`config.mk`:
```
export PLATFORM = sky130hd
export DESIGN_NAME = regfile_wr_arbiter_flat
export DESIGN_NICKNAME = d
export VERILOG_FILES = /design/src/rtl/regfile_pkg.sv /design/src/rtl/regfile_wr_arbiter_if.sv /design/src/rtl/rr_picker.sv /design/src/rtl/regfile_wr_arbiter.sv /design/src/flat_wrapper.sv
export SDC_FILE = /design/constraint.sdc
export NUM_CORES = 1
export LEC_CHECK = 0
export CAP_MARGIN = 0
export CELL_PAD_IN_SITES_DETAIL_PLACEMENT = 0
export CELL_PAD_IN_SITES_GLOBAL_PLACEMENT = 1
export CORE_UTILIZATION = 30
export DETAILED_ROUTE_END_ITERATION = 16
export HOLD_SLACK_MARGIN = 0.05
export PLACE_DENSITY_LB_ADDON = 0.15
export SLEW_MARGIN = 30
export SYNTH_ARGS = -nofsm -noshare
export SYNTH_HDL_FRONTEND = slang
export SYNTH_HIERARCHICAL = 1
export SYNTH_SLANG_ARGS = --single-unit
```
`constraint.sdc`:
```
create_clock -name clk -period 4.55 [get_ports clk]
set_input_delay 0.6825 -clock clk [delete_from_list [all_inputs] [get_ports clk]]
set_output_delay 0.6825 -clock clk [all_outputs]
set_load 0.01 [all_outputs]
```
`src/rtl/regfile_pkg.sv`:
```
// Shared definitions for the register-file port arbiters: register indices,
// byte-enable encodings and the arbiter state type.
package regfile_pkg;

    localparam logic [3:0] REG_BC = 4'd0;
    localparam logic [3:0] REG_DE = 4'd1;
    localparam logic [3:0] REG_HL = 4'd2;
    localparam logic [3:0] REG_SP = 4'd3;
    localparam logic [3:0] REG_PC = 4'd4;
    localparam logic [3:0] REG_AF = 4'd5;
    localparam logic [3:0] REG_IX = 4'd6;
    localparam logic [3:0] REG_IY = 4'd7;

    localparam logic [1:0] EN_NONE = 2'b00;
    localparam logic [1:0] EN_LO   = 2'b01;
    localparam logic [1:0] EN_HI   = 2'b10;
    localparam logic [1:0] EN_WORD = 2'b11;

    typedef enum logic {
        ARB_IDLE   = 1'b0,
        ARB_LOCKED = 1'b1
    } arb_state_t;

endpackage

```
`src/rtl/regfile_wr_arbiter_if.sv`:
```
// Requester-side bus of the register-file write arbiter: NREQ packed request
// channels with a valid/ready handshake and an ownership lock.
interface regfile_wr_arbiter_if #(
    parameter int NREQ   = 3,
    parameter int REG_W  = 4,
    parameter int DATA_W = 16,
    parameter int FLAG_W = 8
);
    logic [NREQ-1:0]        req_valid;
    logic [NREQ-1:0]        req_ready;
    logic [NREQ-1:0]        req_lock;
    logic [NREQ*REG_W-1:0]  req_reg;
    logic [NREQ*DATA_W-1:0] req_data;
    logic [NREQ*2-1:0]      req_en;
    logic [NREQ-1:0]        req_flag_valid;
    logic [NREQ*FLAG_W-1:0] req_flag_data;

    modport master (
        output req_valid, req_lock, req_reg, req_data, req_en,
               req_flag_valid, req_flag_data,
        input  req_ready
    );

    modport slave (
        input  req_valid, req_lock, req_reg, req_data, req_en,
               req_flag_valid, req_flag_data,
        output req_ready
    );

endinterface

```
`src/rtl/rr_picker.sv`:
```
// Combinational round-robin picker: first set bit of req_i strictly after
// ptr_i, wrapping modulo NREQ; returns one-hot grant and its index.
module rr_picker #(
    parameter int NREQ  = 3,
    parameter int IDX_W = $clog2(NREQ)
) (
    input  logic [NREQ-1:0]  req_i,
    input  logic [IDX_W-1:0] ptr_i,
    output logic [NREQ-1:0]  gnt_o,
    output logic [IDX_W-1:0] idx_o,
    output logic             any_o
);

    logic [IDX_W-1:0] cand;

    always_comb begin
        gnt_o = '0;
        idx_o = '0;
        any_o = 1'b0;
        cand  = '0;
        // offset NREQ wraps back to ptr itself, so it has lowest priority
        for (int off = 1; off <= NREQ; off++) begin
            cand = IDX_W'((int'(ptr_i) + off) % NREQ);
            if (!any_o && req_i[cand]) begin
                any_o       = 1'b1;
                gnt_o[cand] = 1'b1;
                idx_o       = cand;
            end
        end
    end

endmodule

```
`src/rtl/regfile_wr_arbiter.sv`:
```
// Round-robin arbiter sharing the single register-file write port between
// NREQ requesters, with an ownership lock guarded by a watchdog.
module regfile_wr_arbiter
    import regfile_pkg::*;
#(
    parameter int NREQ     = 3,
    parameter int REG_W    = 4,
    parameter int DATA_W   = 16,
    parameter int FLAG_W   = 8,
    parameter int LOCK_MAX = 16
) (
    input  logic                    clk,
    input  logic                    rst,
    regfile_wr_arbiter_if.slave     req,
    output logic                    writeReg,
    output logic [1:0]              writeEn,
    output logic [REG_W-1:0]        wrReg,
    output logic [DATA_W-1:0]       wrData,
    output logic                    writeFlag,
    output logic [FLAG_W-1:0]       flagData,
    output logic                    locked,
    output logic [$clog2(NREQ)-1:0] lock_owner,
    output logic                    lock_timeout
);

    localparam int IDX_W = $clog2(NREQ);
    localparam int CNT_W = (LOCK_MAX > 1) ? $clog2(LOCK_MAX) : 1;

    arb_state_t       state_q, state_d;
    logic [IDX_W-1:0] ptr_q, ptr_d;
    logic [IDX_W-1:0] owner_q, owner_d;
    logic [CNT_W-1:0] cnt_q, cnt_d;
    logic             timeout_q, timeout_d;

    logic              wr_q;
    logic [1:0]        wen_q;
    logic [REG_W-1:0]  wreg_q;
    logic [DATA_W-1:0] wdata_q;
    logic              wflag_q;
    logic [FLAG_W-1:0] fdata_q;

    logic [NREQ-1:0]  mask;
    logic [NREQ-1:0]  gnt;
    logic [IDX_W-1:0] gidx;
    logic             gany;
    logic             xfer;

    logic [REG_W-1:0]  reg_a  [NREQ];
    logic [DATA_W-1:0] data_a [NREQ];
    logic [1:0]        en_a   [NREQ];
    logic [FLAG_W-1:0] fd_a   [NREQ];

    for (genvar i = 0; i < NREQ; i++) begin : g_unpack
        assign reg_a[i]  = req.req_reg[i*REG_W +: REG_W];
        assign data_a[i] = req.req_data[i*DATA_W +: DATA_W];
        assign en_a[i]   = req.req_en[i*2 +: 2];
        assign fd_a[i]   = req.req_flag_data[i*FLAG_W +: FLAG_W];
    end

    // While locked only the owner's valid reaches the picker.
    always_comb begin
        mask = req.req_valid;
        if (state_q == ARB_LOCKED) begin
            mask = req.req_valid & (NREQ'(1) << owner_q);
        end
    end

    rr_picker #(
        .NREQ  (NREQ),
        .IDX_W (IDX_W)
    ) u_pick (
        .req_i (mask),
        .ptr_i (ptr_q),
        .gnt_o (gnt),
        .idx_o (gidx),
        .any_o (gany)
    );

    // No handshake completes while reset is held, so nothing is lost.
    assign req.req_ready = rst ? gnt : '0;
    assign xfer          = gany & rst;

    always_comb begin
        state_d   = state_q;
        ptr_d     = ptr_q;
        owner_d   = owner_q;
        cnt_d     = cnt_q;
        timeout_d = 1'b0;
        case (state_q)
            ARB_IDLE: begin
                if (xfer) begin
                    ptr_d = gidx;
                    if (req.req_lock[gidx]) begin
                        state_d = ARB_LOCKED;
                        owner_d = gidx;
                        cnt_d   = '0;
                    end
                end
            end
            ARB_LOCKED: begin
                if (xfer) begin
                    ptr_d = gidx;
                    cnt_d = '0;
                    if (!req.req_lock[gidx]) begin
                        state_d = ARB_IDLE;
                        owner_d = '0;
                    end
                end else if (!req.req_valid[owner_q] && !req.req_lock[owner_q]) begin
                    state_d = ARB_IDLE;
                    owner_d = '0;
                    cnt_d   = '0;
                end else if (cnt_q == CNT_W'(LOCK_MAX - 1)) begin
                    state_d   = ARB_IDLE;
                    owner_d   = '0;
                    cnt_d     = '0;
                    timeout_d = 1'b1;
                    ptr_d     = owner_q;
                end else begin
                    cnt_d = cnt_q + CNT_W'(1);
                end
            end
            default: state_d = ARB_IDLE;
        endcase
    end

    always_ff @(posedge clk) begin
        if (!rst) begin
            state_q   <= ARB_IDLE;
            ptr_q     <= IDX_W'(NREQ - 1);
            owner_q   <= '0;
            cnt_q     <= '0;
            timeout_q <= 1'b0;
            wr_q      <= 1'b0;
            wen_q     <= EN_NONE;
            wreg_q    <= '0;
            wdata_q   <= '0;
            wflag_q   <= 1'b0;
            fdata_q   <= '0;
        end else begin
            state_q   <= state_d;
            ptr_q     <= ptr_d;
            owner_q   <= owner_d;
            cnt_q     <= cnt_d;
            timeout_q <= timeout_d;
            wr_q      <= xfer && (en_a[gidx] != EN_NONE);
            wen_q     <= xfer ? en_a[gidx] : EN_NONE;
            wflag_q   <= xfer && req.req_flag_valid[gidx];
            if (xfer) begin
                wreg_q  <= reg_a[gidx];
                wdata_q <= data_a[gidx];
                fdata_q <= fd_a[gidx];
            end
        end
    end

    assign writeReg     = wr_q;
    assign writeEn      = wen_q;
    assign wrReg        = wreg_q;
    assign wrData       = wdata_q;
    assign writeFlag    = wflag_q;
    assign flagData     = fdata_q;
    assign locked       = (state_q == ARB_LOCKED);
    assign lock_owner   = owner_q;
    assign lock_timeout = timeout_q;

endmodule

```
`src/flat_wrapper.sv`:
```
// flat-port wrapper written by rule: the top's interface ports become plain ports
module regfile_wr_arbiter_flat import regfile_pkg::*;
#(
    parameter int NREQ     = 3,
    parameter int REG_W    = 4,
    parameter int DATA_W   = 16,
    parameter int FLAG_W   = 8,
    parameter int LOCK_MAX = 16
)
  (clk, rst, writeReg, writeEn, wrReg, wrData, writeFlag, flagData, locked, lock_owner, lock_timeout, req_req_valid, req_req_lock, req_req_reg, req_req_data, req_req_en, req_req_flag_valid, req_req_flag_data, req_req_ready);
  regfile_wr_arbiter_if #(.NREQ(NREQ), .REG_W(REG_W), .DATA_W(DATA_W), .FLAG_W(FLAG_W)) req_i ();
  input  logic clk;
  input  logic rst;
  output logic writeReg;
  output logic [1:0] writeEn;
  output logic [REG_W-1:0] wrReg;
  output logic [DATA_W-1:0] wrData;
  output logic writeFlag;
  output logic [FLAG_W-1:0] flagData;
  output logic locked;
  output logic [$clog2(NREQ)-1:0] lock_owner;
  output logic lock_timeout;
  input wire logic [$bits(req_i.req_valid)-1:0] req_req_valid;
  input wire logic [$bits(req_i.req_lock)-1:0] req_req_lock;
  input wire logic [$bits(req_i.req_reg)-1:0] req_req_reg;
  input wire logic [$bits(req_i.req_data)-1:0] req_req_data;
  input wire logic [$bits(req_i.req_en)-1:0] req_req_en;
  input wire logic [$bits(req_i.req_flag_valid)-1:0] req_req_flag_valid;
  input wire logic [$bits(req_i.req_flag_data)-1:0] req_req_flag_data;
  output wire logic [$bits(req_i.req_ready)-1:0] req_req_ready;
  assign req_i.req_valid = req_req_valid;
  assign req_i.req_lock = req_req_lock;
  assign req_i.req_reg = req_req_reg;
  assign req_i.req_data = req_req_data;
  assign req_i.req_en = req_req_en;
  assign req_i.req_flag_valid = req_req_flag_valid;
  assign req_i.req_flag_data = req_req_flag_data;
  assign req_req_ready = req_i.req_ready;
  regfile_wr_arbiter #(.NREQ(NREQ), .REG_W(REG_W), .DATA_W(DATA_W), .FLAG_W(FLAG_W), .LOCK_MAX(LOCK_MAX)) u_core (.clk(clk), .rst(rst), .req(req_i), .writeReg(writeReg), .writeEn(writeEn), .wrReg(wrReg), .wrData(wrData), .writeFlag(writeFlag), .flagData(flagData), .locked(locked), .lock_owner(lock_owner), .lock_timeout(lock_timeout));
endmodule
```
==> results of run 1 <==
-- layer usage --
layer	track usage	wire length (microns)	vias to the layer above
met1	0.217	3320	1234
met5	0	0	-
met4	0.0379	56	0
met2	0.299	3640	71
met3	0.0531	507	5
li1	-	-	1338
-- flip-flops by register name (all words and copies together) (netlist names), 2 cells and up --
register and cells:
u_core/cnt_q 4, u_core/flagData 8, u_core/wrData 16, u_core/ptr_q 2
u_core/lock_owner 2, u_core/wrReg 4, u_core/writeEn 2
-- stage by stage --
stage                     instance area, sq um   util  power [W]  setup slack, ns  hold slack [ns]
final                                     4180  0.506    0.00251            0.572            0.499
after global routing                      4180  0.506    0.00273            0.352            0.522
after global placement                    4070  0.493    0.00224            0.590            0.473
after floorplan                           2580      -    0.00168             1.74            0.456
after detailed placement                  4070  0.493    0.00225            0.375            0.486
after CTS                                 4180  0.506    0.00256            0.575            0.505
-- worst paths after layout --
check                             from                    to  slack, ns  cells past startpoint
setup / recovery      req_req_valid[1]      req_req_ready[0]       0.57                      8
hold reg to reg     u_core/flagData[7]    u_core/flagData[7]       0.50                      1
hold / removal      u_core/flagData[7]    u_core/flagData[7]       0.50                      1
setup reg to reg  u_core/lock_owner[0]  u_core/lock_owner[0]       0.91                     10
-- where the power goes --
part	switching, W	leakage [nW]	total [W]	internal [W]
logic	0.000830	1.31	0.00164	0.000811
registers	0.0000794	0.348	0.000585	0.000506
clock network	0.000124	0.0524	0.000288	0.000164
total	0.00103	1.71	0.00251	0.00148
-- kinds of logic after synthesis --
group / Yosys count
compound gates: 100
fa+ha+maj: 5
buf+inv: 33
flops: 42
mux: 38
simple gates: 75
-- cell type report --
| cell class | count | area [sq um] | share of cell area |
|---|---|---|---|
| tap | 105 | 131 | 0.0315 |
| clock inverter | 1 | 30.0 | 0.00719 |
| multi-input combinational | 218 | 1640 | 0.392 |
| clock buffer | 7 | 76.3 | 0.0183 |
| timing repair buffer | 144 | 1430 | 0.342 |
| sequential | 42 | 841 | 0.201 |
| inverter | 8 | 30.0 | 0.00719 |
-- synth_stat cells, drive strengths merged --
master   number
a211oi        2
a21boi        3
o22a          1
nand2        40
o221ai        1
o31ai         2
nand3         2
a31oi         1
o21bai        1
o211ai       29
a21oi        10
clkbuf       11
ha            5
nor2         11
dfxtp        42
a211o         2
nand2b        4
o22ai         3
nor2b         2
a21o          1
buf          14
o311a         1
o2111ai       1
or2b          2
and2          6
and4          1
mux2i        38
nand3b        3
o2bb2ai       1
nor3          2
o32a          1
o211a        28
o21ai        12
inv           8
and3          1
and3b         1
-- worst max-delay path, delay by kind of cell --
kind	cells	cell delay (ns)
AOI/OAI and AO/OA	3	1.14
buffers and inverters	2	1.01
muxes	1	0.19
and+or+nand+nor	2	0.28
==> reports/results.ini, run 1 <==
[synthesis]
syn_area_sq_um = 2580
synth_area_leader_cell = dfxtp_1
synth_compound_area_frac = 0.312
muxShareOfSynthArea = 0.147
syn_area_per_cell_sq_um = 8.81
ys_seq_area_frac = 0.326
ys_ff_latch = 42
ys_top_cells_by_area = dfxtp_1 33%, mux2i_1 15%, o211a_1 11%, o211ai_1 8.4%, nand2_1 5.8%
synth_nets = 399
synth-adder-area-share = 0.0242
yosys.area_share.simple = 0.135
synthCells = 293
synth_cell_type_count = 46
synth_xor_area_frac = 0
synth_top_area_frac = 0.326
synth_top_family_by_area = compound AO/OA/AOI/OAI gates
ys_warn_count = 6

[cts]
worstSkewPairLatency_ns = 0.29
hold_buffers = 0
cts_setup_buffers = 0
cts.sinks = 42
cts_resized = 0
clkTransAtPathRegs_ns = 0.08
cts-buffers-inserted = 5
clock_path_buffers = 2
htree_levels = 2
cts_tree = yes
cts_root_buffer = clkbuf_8

[grt]
grt_first_pass_wirelength_mm = 12.5
gr-total-overflow = 0
grt_max_degree = 36
grtUsageTotal = 0.175
grt_pass1_vias = 2612
antenna_found_initial = 0

[power]
ir_drop_mv = 0.230
p_leak_nw = 1.71
p_per_area_nw_per_um2 = 602

[detailed_routing]
drt-total-wl_mm = 7.53
vias = 2648
dr.first_iter.drc_count = 75
dr.pass1.iters = 4
wl_per_cell_microns = 14.3
drt.antenna.violating_nets = 0
drc = 0
viasPerCell = 5.04

[floorplanning]
die_y_microns = 94.8
core_area_sq_um = 8260
num_rows = 33
start_util = 0.313
pin_count = 140
dieArea_sq_um = 8980
die_w_microns = 94.8

[finish]
syn_to_final_growth_pct = 61.7
diodes = 0
stdcell_count = 525
final_cell_mix = 139 x clkdlybuf4s50_1, 42 x dfxtp_1, 40 x nand2_1, 38 x mux2i_1, 29 x o211ai_1
fillers = 819
nNetsFinal = 525
drive_above_1_share = 0.0524
final_common_cell = clkdlybuf4s50_1

[sta]
setup_tns_ns = 0
max_freq_mhz = 251
tightest_slew_ns = 0.756
maxSlewViolCount = 0
fin_crit_sh = 0.874
skew_ns = 0.00291
setup_violations = 0
finalCriticalPeriod_ns = 3.98
rsz0062_at_grt = no
hold_viol = 0
slew_headroom = 0.491

[critical_path]
critical_path_class = input port to primary output
cp_common_cell = clkdlybuf4s50_1
crit_arrival_ns = 3.30
critPathRequiredTime_ns = 3.87
cp_max_fo = 8
cp_cell_sequence = clkdlybuf4s50_1 -> a21boi_0 -> mux2i_1 -> o21ai_2 -> nand2_1 -> o31ai_2 -> and2_1 -> clkdlybuf4s50_1
worst_path_largest_cell_delay_ns = 0.63
cp-end-kind = primary output
slowest_stage = a21boi_0
critPathLaunchType = input port

[status]
status = finished, final reports clean

[placement]
dp_hpwl_mm = 5.60
dp_cells = 517
port_buffers = 139
gp_congestion = 0.802

[flow_run]
cap_viol_max_count = 0

[min_path]
hp-class = flop to flop

Power figures use the tool's default switching activity.
==> run 2: changes to the inputs <==
Settings changed: CORE_ASPECT_RATIO set to 1.4, SKIP_LAST_GASP set to 1.
==> run 2 against run 1 <==
  * Core utilization up 0.80 points
  * Setup slack improved by 0.040 ns
  * Clock skew grew 0.0041 ns
  * Sequential share of layout area is 0.29 points lower
  * Via count up 0.38%
  * Routed wire length is 3.3% higher
  * Hold slack lost 0.0026 ns
  * Cell count decreased by 0.19%
  * Non-clock buffer count grew 2
  * Sequential power about the same
  * Clock power is 20% higher
  * Count of clock-buffer cells in the layout down 1
==> reports/results.ini, run 2 (synthesis gave the netlist of run 1 again) <==
[floorplanning]
start_util = 0.313  ; +0.000427
num_rows = 39  ; +18%
dieArea_sq_um = 8990  ; about the same
pin_count = 140  ; unchanged
die_y_microns = 112  ; +18%
core_area_sq_um = 8250  ; -0.14%
die_w_microns = 80.4  ; -15%

[power]
p_int_w = 0.00155  ; +4.5%
ir_drop_mv = 0.345  ; +50%
switching_share = 0.409  ; -0.00158
combPwrFrac = 0.644  ; -0.009
p_per_area_nw_per_um2 = 618  ; +2.7%
p_clk_frac = 0.132  ; +0.018
p_sw_w = 0.00107  ; +3.8%
p_leak_nw = 1.74  ; +1.8%
power_frac_seq = 0.224  ; -0.009

[placement]
gp_congestion = 0.797  ; -0.64%
dp_hpwl_mm = 5.69  ; +1.6%
dp_cells = 516  ; -0.19%
port_buffers = 139  ; unchanged

[sta]
rsz0062_at_grt = no
skew_ns = 0.00699  ; +0.00408 ns
setup_violations = 0  ; unchanged
hold_viol = 0  ; unchanged
slew_headroom = 0.517  ; +0.0254
max_freq_mhz = 254  ; +1.0%
finalCriticalPeriod_ns = 3.94  ; -0.0400 ns
fin_crit_sh = 0.865  ; -0.00880
tightest_slew_ns = 0.718  ; -0.0378 ns
setup_tns_ns = 0  ; unchanged
maxSlewViolCount = 0  ; unchanged

[cts]
cts.sinks = 42  ; unchanged
clock_path_buffers = 2  ; unchanged
cts_root_buffer = clkbuf_16
hold_buffers = 0  ; unchanged
cts_tree = yes
clkTransAtPathRegs_ns = 0.06  ; -0.02 ns
htree_levels = 2  ; unchanged
worstSkewPairLatency_ns = 0.28  ; about the same
cts_resized = 0  ; unchanged
cts-buffers-inserted = 5  ; unchanged
cts_setup_buffers = 0  ; unchanged

[grt]
grt_first_pass_wirelength_mm = 12.7  ; +1.6%
grt_max_degree = 35  ; -2.8%
gr-total-overflow = 0  ; unchanged
grtUsageTotal = 0.182  ; +0.00618
grt_pass1_vias = 2646  ; +1.3%
antenna_found_initial = 0  ; unchanged

[min_path]
min_path_cells = 1  ; unchanged
hp-class = flop to flop
holdCritStartpoint = u_core/wrReg[2]
hold_path_end = u_core/wrReg[2]

[finish]
fillers = 801  ; -2.2%
diodes = 0  ; unchanged
drive_above_1_share = 0.0592  ; +0.00686
nNetsFinal = 527  ; +0.38%
final_common_cell = clkdlybuf4s50_1
syn_to_final_growth_pct = 64.1
fin_util = 0.514  ; +0.00797
final_cell_mix = 139 x clkdlybuf4s50_1, 42 x dfxtp_1, 40 x nand2_1, 38 x mux2i_1, 29 x o211ai_1
largest_register_ff_count = 16  ; unchanged
stdcell_count = 524  ; -0.19%

[critical_path]
regToRegSetupSlack_ns = 1.11  ; +0.20 ns
r2r_cells = 10  ; unchanged
cp_max_fo = 8  ; unchanged
critPathLaunchType = input port
setup.worst_path.start = req_req_valid[1]
cp-end-kind = primary output
critical_path_class = input port to primary output
timing.rr.end = u_core/cnt_q[2]
crit_arrival_ns = 3.26  ; -0.04 ns
regToRegStartpoint = u_core/lock_owner[0]
critPathRequiredTime_ns = 3.87  ; about the same

[detailed_routing]
wl_per_cell_microns = 14.8  ; +3.5%
drt-total-wl_mm = 7.78  ; +3.3%
dr.pass1.iters = 4  ; unchanged
dr.first_iter.drc_count = 87  ; +16%
drc = 0  ; unchanged
viasPerCell = 5.07  ; +0.57%
drt.antenna.violating_nets = 0  ; unchanged
vias = 2658  ; +0.38%

[status]
status = finished, final reports clean

[flow_run]
cap_viol_max_count = 0  ; unchanged

[run 2: worst max path at each step]
stage / endpoint / slack (ns) / depth (start not counted)
after detailed placement: req_req_ready[0] / 0.61 / 8
after global routing: req_req_ready[0] / 0.43 / 8
after floorplan: u_core/lock_owner[0] / 1.74 / 12
final: req_req_ready[0] / 0.61 / 8
after CTS: req_req_ready[0] / 0.61 / 8
after global placement: req_req_ready[0] / 0.67 / 8
[run 2: stage by stage]
stage	hold slack (ns)	setup slack (ns)	area, sq um	power (W)
after global routing	0.510	0.425	4240	0.00282
after detailed placement	0.487	0.611	4090	0.00230
after global placement	0.472	0.674	4090	0.00229
final	0.497	0.612	4240	0.00262
after floorplan	0.456	1.74	2580	0.00168
after CTS	0.499	0.613	4240	0.00266
[run 2: power by group through the flow]
stage	combinational [W]	sequential (W)	clock [W]
after floorplan	0.00104	0.000639	0
after global placement	0.00170	0.000589	0
after detailed placement	0.00170	0.000594	0
after CTS	0.00171	0.000589	0.000357
after global routing	0.00184	0.000605	0.000374
final	0.00169	0.000587	0.000345
[run 2: cell type report]
cell class	count	area (sq um)	share of cell area
timing repair buffer	146	1460	0.344
sequential	42	841	0.198
clock inverter	2	13.8	0.00325
clock buffer	6	129	0.0304
multi-input combinational	218	1640	0.387
inverter	8	30.0	0.00709
tap	102	128	0.0301
[run 2: worst max-delay path, stage by stage]
cell and delay (ns):
clkdlybuf4s50_1 0.48, a21boi_0 0.60, mux2i_1 0.19, o21ai_2 0.43, nand2_1 0.13, o31ai_2 0.07, and2_1 0.14, clkdlybuf4s50_1 0.53
[run 2: metal layers]
metal	up-vias	GRT usage	share of wire
met1	1233	0.199	0.41
met5	-	0	0
met4	0	0.0583	0.016
met2	78	0.334	0.53
met3	10	0.0410	0.053
li1	1337	-	-
==> run 3: changes to the inputs <==
Settings changed: CAP_MARGIN 0 to 10.
==> results of run 3 <==
Same layout as run 2: the final DEF is identical, and so are final timing and power.
